$ cat config.mk
export PLATFORM = sky130hd
export DESIGN_NAME = axil_code_regs
export DESIGN_NICKNAME = d
export VERILOG_FILES = /design/src/rtl/axil_code_regs_pkg.sv /design/src/rtl/axil_wr_capture.sv /design/src/rtl/axil_code_regs.sv
export SDC_FILE = /design/constraint.sdc
export NUM_CORES = 1
export LEC_CHECK = 0
export CORE_MARGIN = 1.5
export CORE_UTILIZATION = 40
export CTS_BUF_LIST = sky130_fd_sc_hd__clkbuf_8
export DETAILED_ROUTE_END_ITERATION = 10
export PLACE_DENSITY_LB_ADDON = 0.1
export SYNTH_ARGS = -nofsm -noshare
export SYNTH_HDL_FRONTEND = slang
export SYNTH_HIERARCHICAL = 1
export SYNTH_SLANG_ARGS = --single-unit
$ cat constraint.sdc
create_clock -name clk -period 1.72 [get_ports clk]
set_input_delay 0.43 -clock clk [delete_from_list [all_inputs] [get_ports clk]]
set_output_delay 0.43 -clock clk [all_outputs]
set_load 0.005 [all_outputs]
$ cat src/rtl/axil_code_regs_pkg.sv
// Shared register map, response codes and select type for the code-memory
// register bank that feeds the BPF instruction write sequencer.
package axil_code_regs_pkg;

  localparam int DATA_WIDTH = 32;
  localparam int STRB_WIDTH = DATA_WIDTH / 8;

  // Byte offsets of the mapped word slots
  localparam int CONTROL_OFFSET   = 'h00;
  localparam int STATUS_OFFSET    = 'h04;
  localparam int INST_LOW_OFFSET  = 'h08;
  localparam int INST_HIGH_OFFSET = 'h0C;
  localparam int ID_OFFSET        = 'h10;

  localparam logic [DATA_WIDTH-1:0] ID_VALUE = 32'hB9F0_0001;

  localparam logic [1:0] RESP_OKAY   = 2'b00;
  localparam logic [1:0] RESP_SLVERR = 2'b10;

  typedef enum logic [2:0] {
    SEL_NONE,
    SEL_CONTROL,
    SEL_STATUS,
    SEL_INST_LOW,
    SEL_INST_HIGH,
    SEL_ID
  } reg_sel_e;

  function automatic logic sel_is_writable(input reg_sel_e sel);
    return (sel == SEL_CONTROL) || (sel == SEL_INST_LOW) || (sel == SEL_INST_HIGH);
  endfunction

  function automatic logic sel_is_readable(input reg_sel_e sel);
    return sel != SEL_NONE;
  endfunction

endpackage

$ cat src/rtl/axil_wr_capture.sv
// AXI4-Lite write front end: latches AW and W independently, raises a one-cycle
// commit once both are held, and owns the B response (one write outstanding).
module axil_wr_capture
  import axil_code_regs_pkg::*;
#(
  parameter int ADDR_WIDTH = 6
) (
  input  logic                  clk,
  input  logic                  rst_n,
  input  logic [ADDR_WIDTH-1:0] s_axi_awaddr,
  input  logic                  s_axi_awvalid,
  output logic                  s_axi_awready,
  input  logic [DATA_WIDTH-1:0] s_axi_wdata,
  input  logic [STRB_WIDTH-1:0] s_axi_wstrb,
  input  logic                  s_axi_wvalid,
  output logic                  s_axi_wready,
  output logic [1:0]            s_axi_bresp,
  output logic                  s_axi_bvalid,
  input  logic                  s_axi_bready,
  input  logic                  wr_err,
  output logic                  wr_commit,
  output logic [ADDR_WIDTH-1:0] wr_addr,
  output logic [DATA_WIDTH-1:0] wr_data,
  output logic [STRB_WIDTH-1:0] wr_strb
);

  logic                  run_reg;
  logic                  aw_held_reg;
  logic                  w_held_reg;
  logic [ADDR_WIDTH-1:0] addr_reg;
  logic [DATA_WIDTH-1:0] data_reg;
  logic [STRB_WIDTH-1:0] strb_reg;
  logic                  bvalid_reg;
  logic [1:0]            bresp_reg;
  logic                  aw_fire;
  logic                  w_fire;

  // run_reg keeps both ready outputs low while reset is asserted
  assign s_axi_awready = run_reg && !aw_held_reg && !bvalid_reg;
  assign s_axi_wready  = run_reg && !w_held_reg && !bvalid_reg;
  assign aw_fire       = s_axi_awvalid && s_axi_awready;
  assign w_fire        = s_axi_wvalid && s_axi_wready;
  assign wr_commit     = aw_held_reg && w_held_reg && !bvalid_reg;

  assign wr_addr      = addr_reg;
  assign wr_data      = data_reg;
  assign wr_strb      = strb_reg;
  assign s_axi_bvalid = bvalid_reg;
  assign s_axi_bresp  = bresp_reg;

  always_ff @(posedge clk or negedge rst_n) begin
    if (!rst_n) begin
      run_reg     <= 1'b0;
      aw_held_reg <= 1'b0;
      w_held_reg  <= 1'b0;
      addr_reg    <= '0;
      data_reg    <= '0;
      strb_reg    <= '0;
      bvalid_reg  <= 1'b0;
      bresp_reg   <= RESP_OKAY;
    end else begin
      run_reg <= 1'b1;
      if (aw_fire) begin
        aw_held_reg <= 1'b1;
        addr_reg    <= s_axi_awaddr;
      end
      if (w_fire) begin
        w_held_reg <= 1'b1;
        data_reg   <= s_axi_wdata;
        strb_reg   <= s_axi_wstrb;
      end
      if (wr_commit) begin
        aw_held_reg <= 1'b0;
        w_held_reg  <= 1'b0;
        bvalid_reg  <= 1'b1;
        bresp_reg   <= wr_err ? RESP_SLVERR : RESP_OKAY;
      end else if (bvalid_reg && s_axi_bready) begin
        bvalid_reg <= 1'b0;
      end
    end
  end

endmodule

$ cat src/rtl/axil_code_regs.sv
// AXI4-Lite register bank for the code-memory write sequencer: instruction halves
// with one-cycle strobes, a level start bit, and write-pointer readback.
module axil_code_regs
  import axil_code_regs_pkg::*;
#(
  parameter int AXI_ADDR_WIDTH  = 6,
  parameter int CODE_ADDR_WIDTH = 9
) (
  input  logic                       clk,
  input  logic                       rst_n,
  input  logic [AXI_ADDR_WIDTH-1:0]  s_axi_awaddr,
  input  logic                       s_axi_awvalid,
  output logic                       s_axi_awready,
  input  logic [DATA_WIDTH-1:0]      s_axi_wdata,
  input  logic [STRB_WIDTH-1:0]      s_axi_wstrb,
  input  logic                       s_axi_wvalid,
  output logic                       s_axi_wready,
  output logic [1:0]                 s_axi_bresp,
  output logic                       s_axi_bvalid,
  input  logic                       s_axi_bready,
  input  logic [AXI_ADDR_WIDTH-1:0]  s_axi_araddr,
  input  logic                       s_axi_arvalid,
  output logic                       s_axi_arready,
  output logic [DATA_WIDTH-1:0]      s_axi_rdata,
  output logic [1:0]                 s_axi_rresp,
  output logic                       s_axi_rvalid,
  input  logic                       s_axi_rready,
  output logic [DATA_WIDTH-1:0]      inst_low_value,
  output logic                       inst_low_strobe,
  output logic [DATA_WIDTH-1:0]      inst_high_value,
  output logic                       inst_high_strobe,
  output logic                       control_start,
  input  logic [CODE_ADDR_WIDTH-1:0] code_mem_wr_addr
);

  // Byte-lane bits are masked off, so unaligned addresses hit the containing word
  function automatic reg_sel_e decode_addr(input logic [AXI_ADDR_WIDTH-1:0] addr);
    logic [AXI_ADDR_WIDTH-1:0] word;
    word = addr & ~AXI_ADDR_WIDTH'(3);
    if (word == AXI_ADDR_WIDTH'(CONTROL_OFFSET))   return SEL_CONTROL;
    if (word == AXI_ADDR_WIDTH'(STATUS_OFFSET))    return SEL_STATUS;
    if (word == AXI_ADDR_WIDTH'(INST_LOW_OFFSET))  return SEL_INST_LOW;
    if (word == AXI_ADDR_WIDTH'(INST_HIGH_OFFSET)) return SEL_INST_HIGH;
    if (word == AXI_ADDR_WIDTH'(ID_OFFSET))        return SEL_ID;
    return SEL_NONE;
  endfunction

  logic                      wr_commit;
  logic [AXI_ADDR_WIDTH-1:0] wr_addr;
  logic [DATA_WIDTH-1:0]     wr_data;
  logic [STRB_WIDTH-1:0]     wr_strb;
  reg_sel_e                  wr_sel;
  logic                      wr_err;
  logic                      wr_low_en;
  logic                      wr_high_en;
  logic                      wr_ctrl_en;

  logic [DATA_WIDTH-1:0] inst_low_reg;
  logic [DATA_WIDTH-1:0] inst_low_next;
  logic [DATA_WIDTH-1:0] inst_high_reg;
  logic [DATA_WIDTH-1:0] inst_high_next;
  logic                  control_start_reg;
  logic                  control_start_next;
  logic                  inst_low_strobe_reg;
  logic                  inst_high_strobe_reg;

  assign wr_sel     = decode_addr(wr_addr);
  assign wr_err     = !sel_is_writable(wr_sel);
  assign wr_low_en  = wr_commit && (wr_sel == SEL_INST_LOW);
  assign wr_high_en = wr_commit && (wr_sel == SEL_INST_HIGH);
  assign wr_ctrl_en = wr_commit && (wr_sel == SEL_CONTROL);

  axil_wr_capture #(
    .ADDR_WIDTH(AXI_ADDR_WIDTH)
  ) u_wr_capture (
    .clk          (clk),
    .rst_n        (rst_n),
    .s_axi_awaddr (s_axi_awaddr),
    .s_axi_awvalid(s_axi_awvalid),
    .s_axi_awready(s_axi_awready),
    .s_axi_wdata  (s_axi_wdata),
    .s_axi_wstrb  (s_axi_wstrb),
    .s_axi_wvalid (s_axi_wvalid),
    .s_axi_wready (s_axi_wready),
    .s_axi_bresp  (s_axi_bresp),
    .s_axi_bvalid (s_axi_bvalid),
    .s_axi_bready (s_axi_bready),
    .wr_err       (wr_err),
    .wr_commit    (wr_commit),
    .wr_addr      (wr_addr),
    .wr_data      (wr_data),
    .wr_strb      (wr_strb)
  );

  for (genvar gi = 0; gi < STRB_WIDTH; gi++) begin : g_lane
    assign inst_low_next[gi*8 +: 8]  = (wr_low_en && wr_strb[gi]) ?
                                       wr_data[gi*8 +: 8] : inst_low_reg[gi*8 +: 8];
    assign inst_high_next[gi*8 +: 8] = (wr_high_en && wr_strb[gi]) ?
                                       wr_data[gi*8 +: 8] : inst_high_reg[gi*8 +: 8];
  end

  assign control_start_next = (wr_ctrl_en && wr_strb[0]) ? wr_data[0] : control_start_reg;

  // Strobes follow the register select, not the byte enables: a zero-wstrb write still pulses
  always_ff @(posedge clk or negedge rst_n) begin
    if (!rst_n) begin
      inst_low_reg         <= '0;
      inst_high_reg        <= '0;
      control_start_reg    <= 1'b0;
      inst_low_strobe_reg  <= 1'b0;
      inst_high_strobe_reg <= 1'b0;
    end else begin
      inst_low_reg         <= inst_low_next;
      inst_high_reg        <= inst_high_next;
      control_start_reg    <= control_start_next;
      inst_low_strobe_reg  <= wr_low_en;
      inst_high_strobe_reg <= wr_high_en;
    end
  end

  assign inst_low_value   = inst_low_reg;
  assign inst_high_value  = inst_high_reg;
  assign inst_low_strobe  = inst_low_strobe_reg;
  assign inst_high_strobe = inst_high_strobe_reg;
  assign control_start    = control_start_reg;

  reg_sel_e              rd_sel;
  logic [DATA_WIDTH-1:0] status_word;
  logic [DATA_WIDTH-1:0] rd_data_next;
  logic [1:0]            rd_resp_next;
  logic                  rd_run_reg;
  logic                  rvalid_reg;
  logic [DATA_WIDTH-1:0] rdata_reg;
  logic [1:0]            rresp_reg;
  logic                  ar_fire;

  assign rd_sel = decode_addr(s_axi_araddr);

  always_comb begin
    status_word                        = '0;
    status_word[CODE_ADDR_WIDTH-1:0]   = code_mem_wr_addr;
    status_word[DATA_WIDTH-1]          = control_start_reg;
  end

  // Sources are the current registers, so a read alongside a commit sees pre-write data
  always_comb begin
    rd_data_next = '0;
    rd_resp_next = sel_is_readable(rd_sel) ? RESP_OKAY : RESP_SLVERR;
    case (rd_sel)
      SEL_CONTROL:   rd_data_next = {{(DATA_WIDTH-1){1'b0}}, control_start_reg};
      SEL_STATUS:    rd_data_next = status_word;
      SEL_INST_LOW:  rd_data_next = inst_low_reg;
      SEL_INST_HIGH: rd_data_next = inst_high_reg;
      SEL_ID:        rd_data_next = ID_VALUE;
      default:       rd_data_next = '0;
    endcase
  end

  assign s_axi_arready = rd_run_reg && !rvalid_reg;
  assign ar_fire       = s_axi_arvalid && s_axi_arready;

  always_ff @(posedge clk or negedge rst_n) begin
    if (!rst_n) begin
      rd_run_reg <= 1'b0;
      rvalid_reg <= 1'b0;
      rdata_reg  <= '0;
      rresp_reg  <= RESP_OKAY;
    end else begin
      rd_run_reg <= 1'b1;
      if (ar_fire) begin
        rvalid_reg <= 1'b1;
        rdata_reg  <= rd_data_next;
        rresp_reg  <= rd_resp_next;
      end else if (rvalid_reg && s_axi_rready) begin
        rvalid_reg <= 1'b0;
      end
    end
  end

  assign s_axi_rvalid = rvalid_reg;
  assign s_axi_rdata  = rdata_reg;
  assign s_axi_rresp  = rresp_reg;

endmodule

==> impl_metrics.csv <==
group,metric,value,unit
logic_synthesis,synth.cell_area,6430,µm²
die,die_y,130,µm
place,half_perimeter_wire_length_after_detailed_placement,11.1,mm
global_routing,grt_first_pass_wirelength,24.9,mm
outcome,violations,"negative setup slack",
timing,fin_ws,-0.0593,ns
clock_network,cts.path.max_buffers,2,
clock_network,h-tree-depth,4,
layout,post_route_insts_no_fill,924,
global_routing,overall_global_routing_usage,0.197,
run,max_cap_viol_count,0,
die,std_cell_rows,46,
timing,finalMaxSlewViolations,0,
clock_network,cts-root-buf,"sky130_fd_sc_hd__clkbuf_8",
critical_path,cp_num_buf_inv,4,
drt,post-route-drc-count,0,
die,die_area,16900,µm²
drt,met3_length,1.19,mm
place,finalWeightedCongestion,0.777,
drt,top_layer_used,"met4",
drt,initialDrtViolationCount,143,
global_routing,grt_start_max_net_pins,40,
critical_path,critical_path_arrival,2.10,ns
global_routing,grt_pass1_vias,4731,
power_and_ir_drop,switching_power,0.00359,W
power_and_ir_drop,cellInternalPower,0.00875,W
logic_synthesis,netlist_instances,441,
power_and_ir_drop,power_per_cell_area,1310,nW/µm²
place,dp_cells,833,
drt,drt_pre_antenna_iters,4,
drt,wl_per_cell,17.8,µm
logic_synthesis,synthesis.yosys.warnings,6,
drt,final_antenna_net_count,0,
critical_path,critical_path.endpoint_type,"flop",
critical_path,timing.critical_path.cells,"buf_6 -> buf_6 -> nor4bb_4 -> buf_6 -> clkbuf_16 -> mux2_4",
timing,rsz_0062_raised_after_global_routing,"yes",
timing,final_period_util,1.03,
clock_network,insertion_delay,0.44,ns
die,fp.dieW,130,µm
critical_path,critical_path_depth,6,
layout,synthToLayoutAreaGrowth,46.1,%
layout,final_layout_size_suffix_gt1_frac,0.379,
logic_synthesis,postSynthAreaPerCell,14.6,µm²
timing,fin_worst_skew,0.00845,ns
critical_path,ff2ff_setup_slack,-0.06,ns
timing,layout_min_cycle_time,1.78,ns
logic_synthesis,synthesis.nets,505,
clock_network,clkTransAtPathRegs,0.08,ns
power_and_ir_drop,clk_pwr_share,0.232,
critical_path,cp_top_family,"buffers and inverters",
min_path,holdCritPathClass,"primary input to async pin",
drt,met2_wirelength,7.89,mm
timing,finalSetupTns,-1.01,ns
layout,multi_input_area,2590,µm²
global_routing,grt_antenna_before_repair,0,
critical_path,worstSetupEndpoint,"u_wr_capture/wr_strb[2]",
place,dpl_worst_slack,-0.267,ns
timing,timing.final.setup_violations,52,
power_and_ir_drop,power.share.sequential,0.426,
power_and_ir_drop,cellLeakagePower,4.89,nW
clock_network,clock_tree_from_tritoncts,"built",
critical_path,worst-path-max-fanout,9,
die,core_region_area,15800,µm²
layout,final.fill_count,1363,
critical_path,crit_path_max_incr_delay,0.40,ns
die,initial_standard_cell_utilization_of_the_core,0.408,
power_and_ir_drop,comb_power_share,0.342,
drt,drt-vias-per-instance,4.82,
critical_path,timing.rr.end,"u_wr_capture/wr_strb[2]",
layout,seq_area,3680,µm²
critical_path,slowest_stage,"sky130_fd_sc_hd__dfrtp_1",
drt,routed_wl,16.5,mm
critical_path,crit_required,2.04,ns
critical_path,critical_path.startpoint,"u_wr_capture/s_axi_bvalid",
critical_path,cp_common_cell,"sky130_fd_sc_hd__buf_6",
layout,num_antenna_cells,0,
timing,timing.fmax,0.562,GHz
critical_path,startpoint_type,"flop",
clock_network,cts_bufs_inserted,17,
place,numPortBuffers,165,
global_routing,global_route.overflow_total,0,
die,io_pins,172,
critical_path,reg2reg_from,"u_wr_capture/s_axi_bvalid",
power_and_ir_drop,p_sw_frac,0.291,
power_and_ir_drop,ir_worst_vdd,0.000692,V
drt,route.layer.met1.wl,7.13,mm
outcome,outcome,"finished, violations left",
critical_path,critical_path_class,"flop to flop",
critical_path,worst_r2r_path_depth,6,
timing,final_hold_violation_count,0,
clock_network,clock-sinks,147,
layout,nets,759,
timing,timing.hold.ws,0.464,ns
drt,routed-via-count,4453,
==> area by class of cell <==
type	instances	share of cell area
inverter	4	0.00160
tap	216	0.0288
multi-input combinational	267	0.275
timing repair buffer	258	0.257
sequential	147	0.391
clock inverter	12	0.0165
clock buffer	20	0.0293
==> routing by layer <==
metal | up-vias | GRT usage
met5 | - | 0
met4 | 0 | 0.0771
met3 | 22 | 0.0664
met2 | 121 | 0.318
met1 | 2227 | 0.245
li1 | 2083 | -
==> timing repair <==
action,in CTS,in global routing
endpoints found under the hold margin,35,0
endpoints found under the setup margin,115,100
resized for setup,130,8
cloned,1,5
hold buffers,1,0
buffers inserted,50,2
pin swaps,3,3
==> power groups by stage <==
stage	Combinational (W)	Clock [W]	Sequential, W
finish	0.00422	0.00286	0.00526
global placement	0.00370	0	0.00535
detailed placement	0.00379	0	0.00542
CTS	0.00407	0.00296	0.00525
floorplan	0.00196	0	0.00527
global route	0.00454	0.00313	0.00541
==> worst reg2reg max path, delay by kind of cell, from the launching register on <==
| family | cells | cell delay, ns |
|---|---|---|
| flops | 1 | 0.40 |
| simple gates | 1 | 0.28 |
| buf+inv | 4 | 0.69 |
| mux | 1 | 0.31 |
==> stage by stage <==
step,cell area [µm²],total power [W],utilization
CTS,9240,0.0123,0.586
finish,9400,0.0123,0.596
global placement,8520,0.00905,0.540
floorplan,6430,0.00723,-
global route,9400,0.0131,0.596
detailed placement,8520,0.00921,0.540
==> worst min path at each step <==
| stage | slack, ns | depth (start not counted) | end |
|---|---|---|---|
| global placement | 0.37 | 1 | inst_high_value[6] |
| CTS | 0.45 | 2 | inst_high_value[6] |
| finish | 0.46 | 2 | inst_high_value[6] |
| floorplan | 0.13 | 0 | control_start |
| global route | 0.49 | 2 | inst_low_value[1] |
| detailed placement | 0.38 | 1 | inst_high_value[6] |
==> cells in the final DEF, fill, tap and decap left out, types with 5 or more instances in the layout <==
cell type                         count
sky130_fd_sc_hd__mux2_4              41
sky130_fd_sc_hd__mux2i_1             28
sky130_fd_sc_hd__nor2b_1              5
sky130_fd_sc_hd__a22o_1               8
sky130_fd_sc_hd__buf_12               8
sky130_fd_sc_hd__mux2_2              69
sky130_fd_sc_hd__dlygate4sd2_1      102
sky130_fd_sc_hd__clkbuf_8            20
sky130_fd_sc_hd__nand2_1             26
sky130_fd_sc_hd__o21ai_2              8
sky130_fd_sc_hd__clkinvlp_4           5
sky130_fd_sc_hd__buf_2                5
sky130_fd_sc_hd__a22oi_1              5
sky130_fd_sc_hd__buf_4               73
sky130_fd_sc_hd__o21ai_0             24
sky130_fd_sc_hd__dfrtp_1            147
sky130_fd_sc_hd__buf_6                6
sky130_fd_sc_hd__clkdlybuf4s50_1     57
No activity file was read; power rests on OpenSTA's default activity.
